--- src/rtl/instr_fetch_unit.sv ---
// Fetch stage: owns the PC, requests program memory, latches the returned word
// into the instruction register and hands it to the controller over valid/ack.
module instr_fetch_unit #(
   parameter int ADDR_W   = 8,
   parameter int INSTR_W  = 12,
   parameter int RESET_PC = 0,
   parameter int MAX_WAIT = 15
) (
   input  logic                 clk,
   input  logic                 rst,
   output logic [ADDR_W-1:0]    mem_addr,
   output logic                 mem_req,
   input  logic [INSTR_W-1:0]   mem_data,
   input  logic                 mem_ready,
   output logic [3:0]           opcode,
   output logic [INSTR_W-5:0]   operand,
   output logic                 instr_valid,
   input  logic                 instr_ack,
   input  logic                 branch_en,
   input  logic [ADDR_W-1:0]    branch_target,
   input  logic                 halt,
   output logic [ADDR_W-1:0]    pc,
   output logic                 halted,
   output logic                 fault
);

   localparam int                WAIT_W    = $clog2(MAX_WAIT + 1);
   localparam logic [WAIT_W-1:0] WAIT_LAST = WAIT_W'(MAX_WAIT - 1);

   typedef enum logic [1:0] {
      FETCH,
      VALID,
      HALTED
   } state_t;

   state_t               state;
   logic [INSTR_W-1:0]   ir;
   logic [WAIT_W-1:0]    wait_cnt;

   // NOTE: all state lives in one clocked block using non-blocking assignments,
   // so every branch reads the pre-edge values of pc, wait_cnt and state.
   always_ff @(posedge clk) begin
      if (rst) begin
         state    <= FETCH;
         pc       <= ADDR_W'(RESET_PC);
         ir       <= '0;
         wait_cnt <= '0;
         fault    <= 1'b0;
      end else begin
         case (state)
            FETCH: begin
               if (mem_ready) begin
                  ir       <= mem_data;
                  pc       <= pc + ADDR_W'(1);
                  wait_cnt <= '0;
                  state    <= VALID;
               end else begin
                  wait_cnt <= wait_cnt + WAIT_W'(1);
                  // MAX_WAIT-th consecutive non-ready cycle trips the fault
                  if (wait_cnt == WAIT_LAST) begin
                     fault <= 1'b1;
                     state <= HALTED;
                  end
               end
            end
            VALID: begin
               if (instr_ack) begin
                  // Branch still redirects pc when halt wins the state decision
                  if (branch_en) pc <= branch_target;
                  state <= halt ? HALTED : FETCH;
               end
            end
            HALTED: state <= HALTED;
            default: state <= FETCH;
         endcase
      end
   end

   assign mem_req     = (state == FETCH);
   assign instr_valid = (state == VALID);
   assign halted      = (state == HALTED);
   assign mem_addr    = pc;
   assign opcode      = ir[INSTR_W-1 -: 4];
   assign operand     = ir[INSTR_W-5:0];

endmodule

--- config.mk ---
export PLATFORM = sky130hd
export DESIGN_NAME = instr_fetch_unit
export DESIGN_NICKNAME = d
export VERILOG_FILES = /design/src/rtl/instr_fetch_unit.sv
export SDC_FILE = /design/constraint.sdc
export NUM_CORES = 1
export LEC_CHECK = 0
export CORE_UTILIZATION = 40
export CTS_CLUSTER_DIAMETER = 60
export DETAILED_ROUTE_END_ITERATION = 10
export HOLD_SLACK_MARGIN = 0.12
export PLACE_DENSITY = 0.89
export SLEW_MARGIN = 20
export SYNTH_ARGS = -nofsm -noshare
export SYNTH_HDL_FRONTEND = slang
export SYNTH_SLANG_ARGS = --single-unit
--- constraint.sdc ---
create_clock -name clk -period 2.3 [get_ports clk]
set_clock_uncertainty 0.15 [all_clocks]
set_input_delay 0.69 -clock clk [delete_from_list [all_inputs] [get_ports clk]]
set_output_delay 0.69 -clock clk [all_outputs]
set_load 0.02 [all_outputs]
Yosys cells after proc, flatten, opt, wreduce, memory -nomap -nowiden
Cells that the tools add are included.
{"block": "totals", "reg_bits": 27, "input_bits": 26}
{"block": "classes", "addsub": 2, "n_bitwise": 1, "muxes": 10, "eq_ne": 7, "reduce_logical": 6}
{"cell": "8-bit 2-to-1 mux", "count": 3}
{"cell": "8-bit case mux with 2 select lines", "count": 1}
{"cell": "8-bit by 1-bit adder with 8-bit output (second input constant)", "count": 1}
{"cell": "2-bit 2-to-1 mux", "count": 4}
{"cell": "2-bit by 1-bit inequality test with 1-bit output (second input constant)", "count": 3}
{"cell": "2-bit case mux with 3 select lines", "count": 1}
{"cell": "4-bit by 1-bit adder with 4-bit output (second input constant)", "count": 1}
{"cell": "4-bit equality test (second input constant)", "count": 1}
{"cell": "4-bit 2-to-1 mux", "count": 1}
{"cell": "2-bit AND reduction", "count": 2}
{"cell": "4-bit AND reduction", "count": 1}
{"cell": "3-bit by 1-bit inequality test with 1-bit output (second input constant)", "count": 1}
{"cell": "3-bit AND reduction", "count": 1}
{"cell": "2-bit by 1-bit equality test with 1-bit output (second input constant)", "count": 1}
{"cell": "2-bit equality test (second input constant)", "count": 1}
{"cell": "2-bit logical NOT", "count": 1}
{"cell": "2-bit nonzero test", "count": 1}
{"cell": "1-bit inverter", "count": 1}

Depth between registers and ports, before layout
Gate-level depths: netlist of the first run.
{"block": "logic_depth", "word_depth": 4, "ltp_mapped": 7, "mapped_depth_nobuf": 6}

Worst setup path after synthesis of the first run
Ideal clock, no wire load.
{"block": "synth_path", "kind": "in2reg", "startpoint": "input port mem_ready", "endpoint": "register pc[1] (netlist: mem_addr[1])", "cell_stages": 6, "slack_ns": 0.422, "t_arrival_ns": 1.637, "cell_sequence": "buf_4 nor3b_2 a31o_2 buf_4 nor2_1 a311oi_1"}
{"block": "synth_via", "elab_chain_len": 2}
{"item": "from (decl)", "line": "14", "rtl": "input logic mem_ready,"}
{"item": "2-bit by 1-bit inequality test with 1-bit output (no line)"}
{"item": "4-bit AND reduction (no line)"}
{"item": "to (signal assigned)", "line": "45", "rtl": "pc <= ADDR_W'(RESET_PC);"}
{"item": "to (signal assigned)", "line": "54", "rtl": "pc <= pc + ADDR_W'(1);"}
{"item": "to (signal assigned)", "line": "69", "rtl": "if (branch_en) pc <= branch_target;"}
{"item": "to (decl)", "line": "22", "rtl": "output logic [ADDR_W-1:0] pc,"}
Every way passes these cells.
A chain may end at the register's enable or synchronous reset.

Worst setup path in the final report of the first run
{"block": "layout_path", "startpoint": "register pc[4] (netlist: mem_addr[4])", "endpoint": "output port pc[4]"}
No word-level cell between the ends.

==> results of run 1 <==
-- flip-flops by register name (all words and copies together) (netlist names) --
signal and cells:
mem_addr 8, ir 12, state 2, fault 1
wait_cnt 4
-- final cells by class --
cell class / count / area (µm²) / share of cell area [%]
multi-input combinational: 117 / 636 / 33.7
timing repair buffer: 63 / 614 / 32.5
sequential: 27 / 544 / 28.8
tap: 44 / 55.1 / 2.92
clock buffer: 3 / 22.5 / 1.19
inverter: 3 / 11.3 / 0.596
clock inverter: 1 / 5.00 / 0.265
-- repair_timing --
action / in CTS / in global routing
setup buffers: 0 / 0
endpoints found under the hold margin: 0 / 0
endpoints found under the setup margin: 7 / 4
gates cloned: 0 / 0
pin swaps: 0 / 0
hold buffers: 0 / 0
resized for setup: 7 / 3
-- routing by layer --
metal  track usage [%]  vias to the layer above
li1                  -                      667
met1              22.7                      600
met2              32.0                       38
met3              3.28                        0
met4              4.08                        0
met5                 0                        -
-- synth_stat cells, types with 4 or more instances --
| library cell | instances | area share, % |
|---|---|---|
| nor2_1 | 11 | 3.2 |
| nand3_1 | 7 | 2.7 |
| nand2_1 | 31 | 8.9 |
| dfxtp_1 | 27 | 41 |
| buf_4 | 11 | 6.3 |
| clkbuf_1 | 4 | 1.1 |
| a211oi_1 | 4 | 2.3 |
| a21oi_1 | 22 | 8.4 |
| o21ai_0 | 6 | 2.3 |
-- worst paths after layout --
path / slack [ns] / cells after the start / from / to
worst min-delay path: 0.31 / 2 / ir[9] / ir[9]
worst max-delay path: 0.07 / 1 / mem_addr[4] / pc[4]
worst max register to register: 0.51 / 6 / state[1] / mem_addr[7]
worst min register to register: 0.31 / 2 / ir[9] / ir[9]
-- layout by cell type (no fill, tap or decap), types with 2 or more instances in the layout --
cell and count:
nand2b_1 2, and2_1 3, o21ai_1 3, buf_4 6, ha_1 3, dfxtp_2 3
inv_2 2, a31oi_1 2, nand2_1 31, or4b_1 2, a311oi_1 2, o21ai_0 6
dlymetal6s2s_1 2, a211oi_1 4, nor2_1 11, dfxtp_1 24, clkdlybuf4s50_1 50, a21oi_1 22
o22ai_1 2, dlygate4sd2_1 5, clkbuf_4 3, nor3_1 3, nand3_1 7
-- power by group --
group          internal, W  switching [W]  total (W)
Sequential        0.000501      0.0000316   0.000532
Clock            0.0000651       0.000137   0.000202
Combinational     0.000154       0.000155   0.000310
-- cell families (layout without fill, tap and decap cells) --
kind of cell,after synthesis,count (layout),synth area share [%]
buf+inv,21,70,9.96
simple gates,67,67,24.4
mux,1,1,0.766
compound gates,46,46,20.6
fa+ha+maj,3,3,2.87
flops,27,27,41.4
-- worst reg2reg max path: stages, from the launching register on --
cell and delay, ns:
dfxtp_1 0.44, nand2b_1 0.19, inv_2 0.05, buf_4 0.18, or4b_1 0.52, o21ai_1 0.09, a211oi_1 0.08
-- metrics by stage --
step / hold WS, ns / area, µm² / setup TNS, ns / power [W] / setup WS, ns
after floorplan: 0.321 / 1310 / 0 / 0.000721 / 0.422
after global placement: 0.292 / 1860 / 0 / 0.000851 / 0.0653
after detailed placement: 0.296 / 1860 / -0.00231 / 0.000857 / -0.00231
after CTS: 0.315 / 1880 / 0 / 0.00105 / 0.00361
after global routing: 0.340 / 1890 / 0 / 0.00110 / 0.00817
final: 0.313 / 1890 / 0 / 0.00104 / 0.0666
==> flow_metrics.tcl, run 1 <==
set metrics [dict create \
    status "completed" \
    hold_class "register to register" \
    coreArea_mm2 0.00308 \
    grt_pass1_vias 1132 \
    io-pin-count 58 \
    placed_cells 254 \
    ant_nets 0 \
    io_buffers 57 \
    path_max_fanout 6 \
    synth-edff-count 0 \
    final_util_pct 61.3 \
    clkTransAtPathRegs_ns 0.14 \
    dp_hpwl_um 2240 \
    area_growth_pct 44.5 \
    fin_crit_sh_pct 97.1 \
    cpPeakStageDelay_ns 0.64 \
    viasPerCell 5.06 \
    fin_crit_ns 2.23 \
    syn_area_mm2 0.00131 \
    dr.pass1.iters 4 \
    nFillCells 272 \
    timing.fmax_ghz 0.448 \
    wl_met2_um 1490 \
    met3_length_um 185 \
    routed_wl_um 3020 \
    start_util_pct 42.4 \
    ys_ff_latch 27 \
    drive_gt1_share_pct 7.94 \
    required_ns 1.46 \
    antenna_cells 0 \
    setup.worst_path.end_class "output port" \
    critPathLaunchType "register" \
    setup_viol 0 \
    critPathBufInv 1 \
    cts_sinks 27 \
    wirelength_met1_um 1350 \
    drt_first_iter_violations 54 \
    ys_types 36 \
    dieArea_mm2 0.00350 \
    yosysWarningCount 0 \
    insertion_delay_ns 0.32 \
    antenna_found_initial 0 \
    routedWlPerCell_um 11.7 \
    vias 1305 \
    crit_chain "clkdlybuf4s50_1" \
    synthCells 165 \
    synthFlopType "dfxtp_1" \
    fp.dieH_um 59.1 \
    fin_nets 244 \
    grt_max_degree 28 \
    final_cell_count_no_fill 258 \
    avgSynthCellArea_um2 7.92 \
    peakVddDrop_v 0.000271 \
    cp.arrival_ns 1.39 \
    placementRows 20 \
    tritoncts "yes" \
    cts_buffers 3 \
    worstMarginPinSlew_ns 0.386 \
    grt_pass1_wl_um 4890 \
    hold_viol 0 \
    crit_family "buffers and inverters" \
    drv_cap 0 \
    cts_root_buffer "clkbuf_4" \
    htreeDepth 1 \
    drt_drc_violations_left 0 \
    p_leak_nw 0.726 \
    die_x_um 59.1 \
    worstSetupPathType "register to output port" \
    grt_usage_pct 18.0 \
    async_reset_ff_share_pct 0 \
    cts.path.max_buffers 2 \
    syn-num-nets 194 \
    maxSlewViolCount 0 \
    ys_seq_area_share_pct 41.4 \
    maxSlewHeadroom_pct 74.2 \
    gp_congestion 0.803 \
    grt_overflow_total 0 \
    cp_slowest_cell "clkdlybuf4s50_1" \
    rsz0062_at_grt "no" \
    p_per_area_mw_per_mm2 553 \
    top_layer_used "met3" \
]
No activity file was read; power rests on OpenSTA's default activity.
==> run 2: changes to the inputs <==
- SLEW_MARGIN: 20 -> 15
==> results of run 2 <==
The final DEF is identical to that of run 1; final timing and power are the same.
==> run 3: changes to the inputs <==
==> constraint.sdc (replaced) <==
create_clock -name clk -period 2.3 [get_ports clk]
set_clock_uncertainty 0.15 [all_clocks]
set_input_delay 0.575 -clock clk [delete_from_list [all_inputs] [get_ports clk]]
set_output_delay 0.575 -clock clk [all_outputs]
set_load 0.02 [all_outputs]
==> run 3 against run 2 <==
Against the previous run:
- design area fell by 0.20%
- wire length rose by 1.3%
- cell count did not move
- largest cell class unchanged
- largest power group unchanged
- highest routed layer is now met4
==> flow_metrics.tcl, run 3 (synthesis gave the netlist of run 1 again) <==
set metrics [dict create \
    crit_chain "clkdlybuf4s50_1" \
    critPathLaunchType "register" \
    status "completed" \
    fin_area_mm2 0.00188 \
    io-pin-count 58 \
    ant_nets 0 \
    tns_ns 0 \
    dp_hpwl_um 2240 \
    worstSetupPathType "register to output port" \
    grt_pass1_vias 1100 \
    cts_buffers 3 \
    start_util_pct 42.4 \
    fin_crit_sh_pct 95.6 \
    maxSlewViolCount 0 \
    rsz0062_at_grt "no" \
    layout_common_cells "55 x clkdlybuf4s50_1, 31 x nand2_1, 25 x dfxtp_1" \
    drive_gt1_share_pct 7.01 \
    path_max_fanout 8 \
    tritoncts "yes" \
    cts_sinks 27 \
    placed_cells 254 \
    cp.arrival_ns 1.47 \
    fp.dieH_um 59.1 \
    p_leak_nw 0.680 \
    routed_wl_um 3060 \
    area_growth_pct 44.3 \
    postCtsSetupRepairBufs 0 \
    routedWlPerCell_um 11.9 \
    fin_nets 244 \
    viasPerCell 5.10 \
    cts.path.max_buffers 2 \
    critPathBufInv 1 \
    final_cell_count_no_fill 258 \
    dieArea_mm2 0.00350 \
    antenna_cells 0 \
    required_ns 1.57 \
    multi_input_area_um2 636 \
    grt_usage_pct 17.9 \
    antenna_found_initial 0 \
    cts_root_buffer "clkbuf_4" \
    placementRows 20 \
    cp_slowest_cell "clkdlybuf4s50_1" \
    grt_pass1_wl_um 4820 \
    crit_family "buffers and inverters" \
    maxSlewHeadroom_pct 74.5 \
    ctsHoldBuffers 0 \
    dr.pass1.iters 4 \
    drt_drc_violations_left 0 \
    cpPeakStageDelay_ns 0.66 \
    io_buffers 57 \
    clkTransAtPathRegs_ns 0.15 \
    die_x_um 59.1 \
    worstMarginPinSlew_ns 0.381 \
    grt_overflow_total 0 \
    hold_class "register to register" \
    nFillCells 292 \
    coreArea_mm2 0.00308 \
    peakVddDrop_v 0.000259 \
    gp_congestion 0.805 \
    setup_viol 0 \
    htreeDepth 1 \
    setup.worst_path.end_class "output port" \
    final_common_cell "clkdlybuf4s50_1" \
    vias 1315 \
    drv_cap 0 \
    largest_reg_flops 12 \
    place_area_mm2 0.00186 \
    hold_viol 0 \
    p_per_area_mw_per_mm2 556 \
    grt_max_degree 28 \
    insertion_delay_ns 0.32 \
    top_register "ir" \
    regArea_um2 543 \
    timing.fmax_ghz 0.455 \
    fin_crit_ns 2.20 \
    drt_first_iter_violations 55 \
]
## run 3: final timing paths
kind,cells past startpoint,slack [ns],startpoint,end
min,2,0.31,ir[0],ir[0]
min reg2reg,2,0.31,ir[0],ir[0]
max reg2reg,6,0.53,state[1],mem_addr[0]
max,1,0.10,mem_addr[3],mem_addr[3]
## run 3: metrics by stage
stage | power (W) | hold slack [ns] | worst slack [ns] | utilization [%]
final | 0.00105 | 0.311 | 0.100 | 61.2
after floorplan | 0.000721 | 0.321 | 0.537 | -
after detailed placement | 0.000857 | 0.298 | 0.0938 | 60.4
after global placement | 0.000851 | 0.291 | 0.178 | 60.4
after global routing | 0.00110 | 0.338 | 0.0250 | 61.2
after CTS | 0.00106 | 0.317 | 0.0369 | 61.2
## run 3: routing by layer
metal	track usage, %	wire length [µm]	up-vias
met5	0	0	-
met4	6.46	29	0
met3	2.84	158	4
met2	30.8	1480	40
met1	22.5	1400	606
li1	-	-	665
## run 3: cell type report
type                       instances  area share [%]
clock buffer                       4            1.39
inverter                           3           0.598
multi-input combinational        117            33.7
sequential                        27            28.8
tap                               44            2.92
timing repair buffer              63            32.5
## run 3: power by group
part	total (W)	leakage [nW]	internal, W	switching (W)
clock	0.000203	0.0150	0.0000678	0.000136
sequential	0.000533	0.222	0.000500	0.0000332
combinational	0.000311	0.443	0.000156	0.000155
## run 3: repair_timing
item	CTS	global route
resized for setup	3	1
setup endpoints to repair	2	1
cloned	0	0
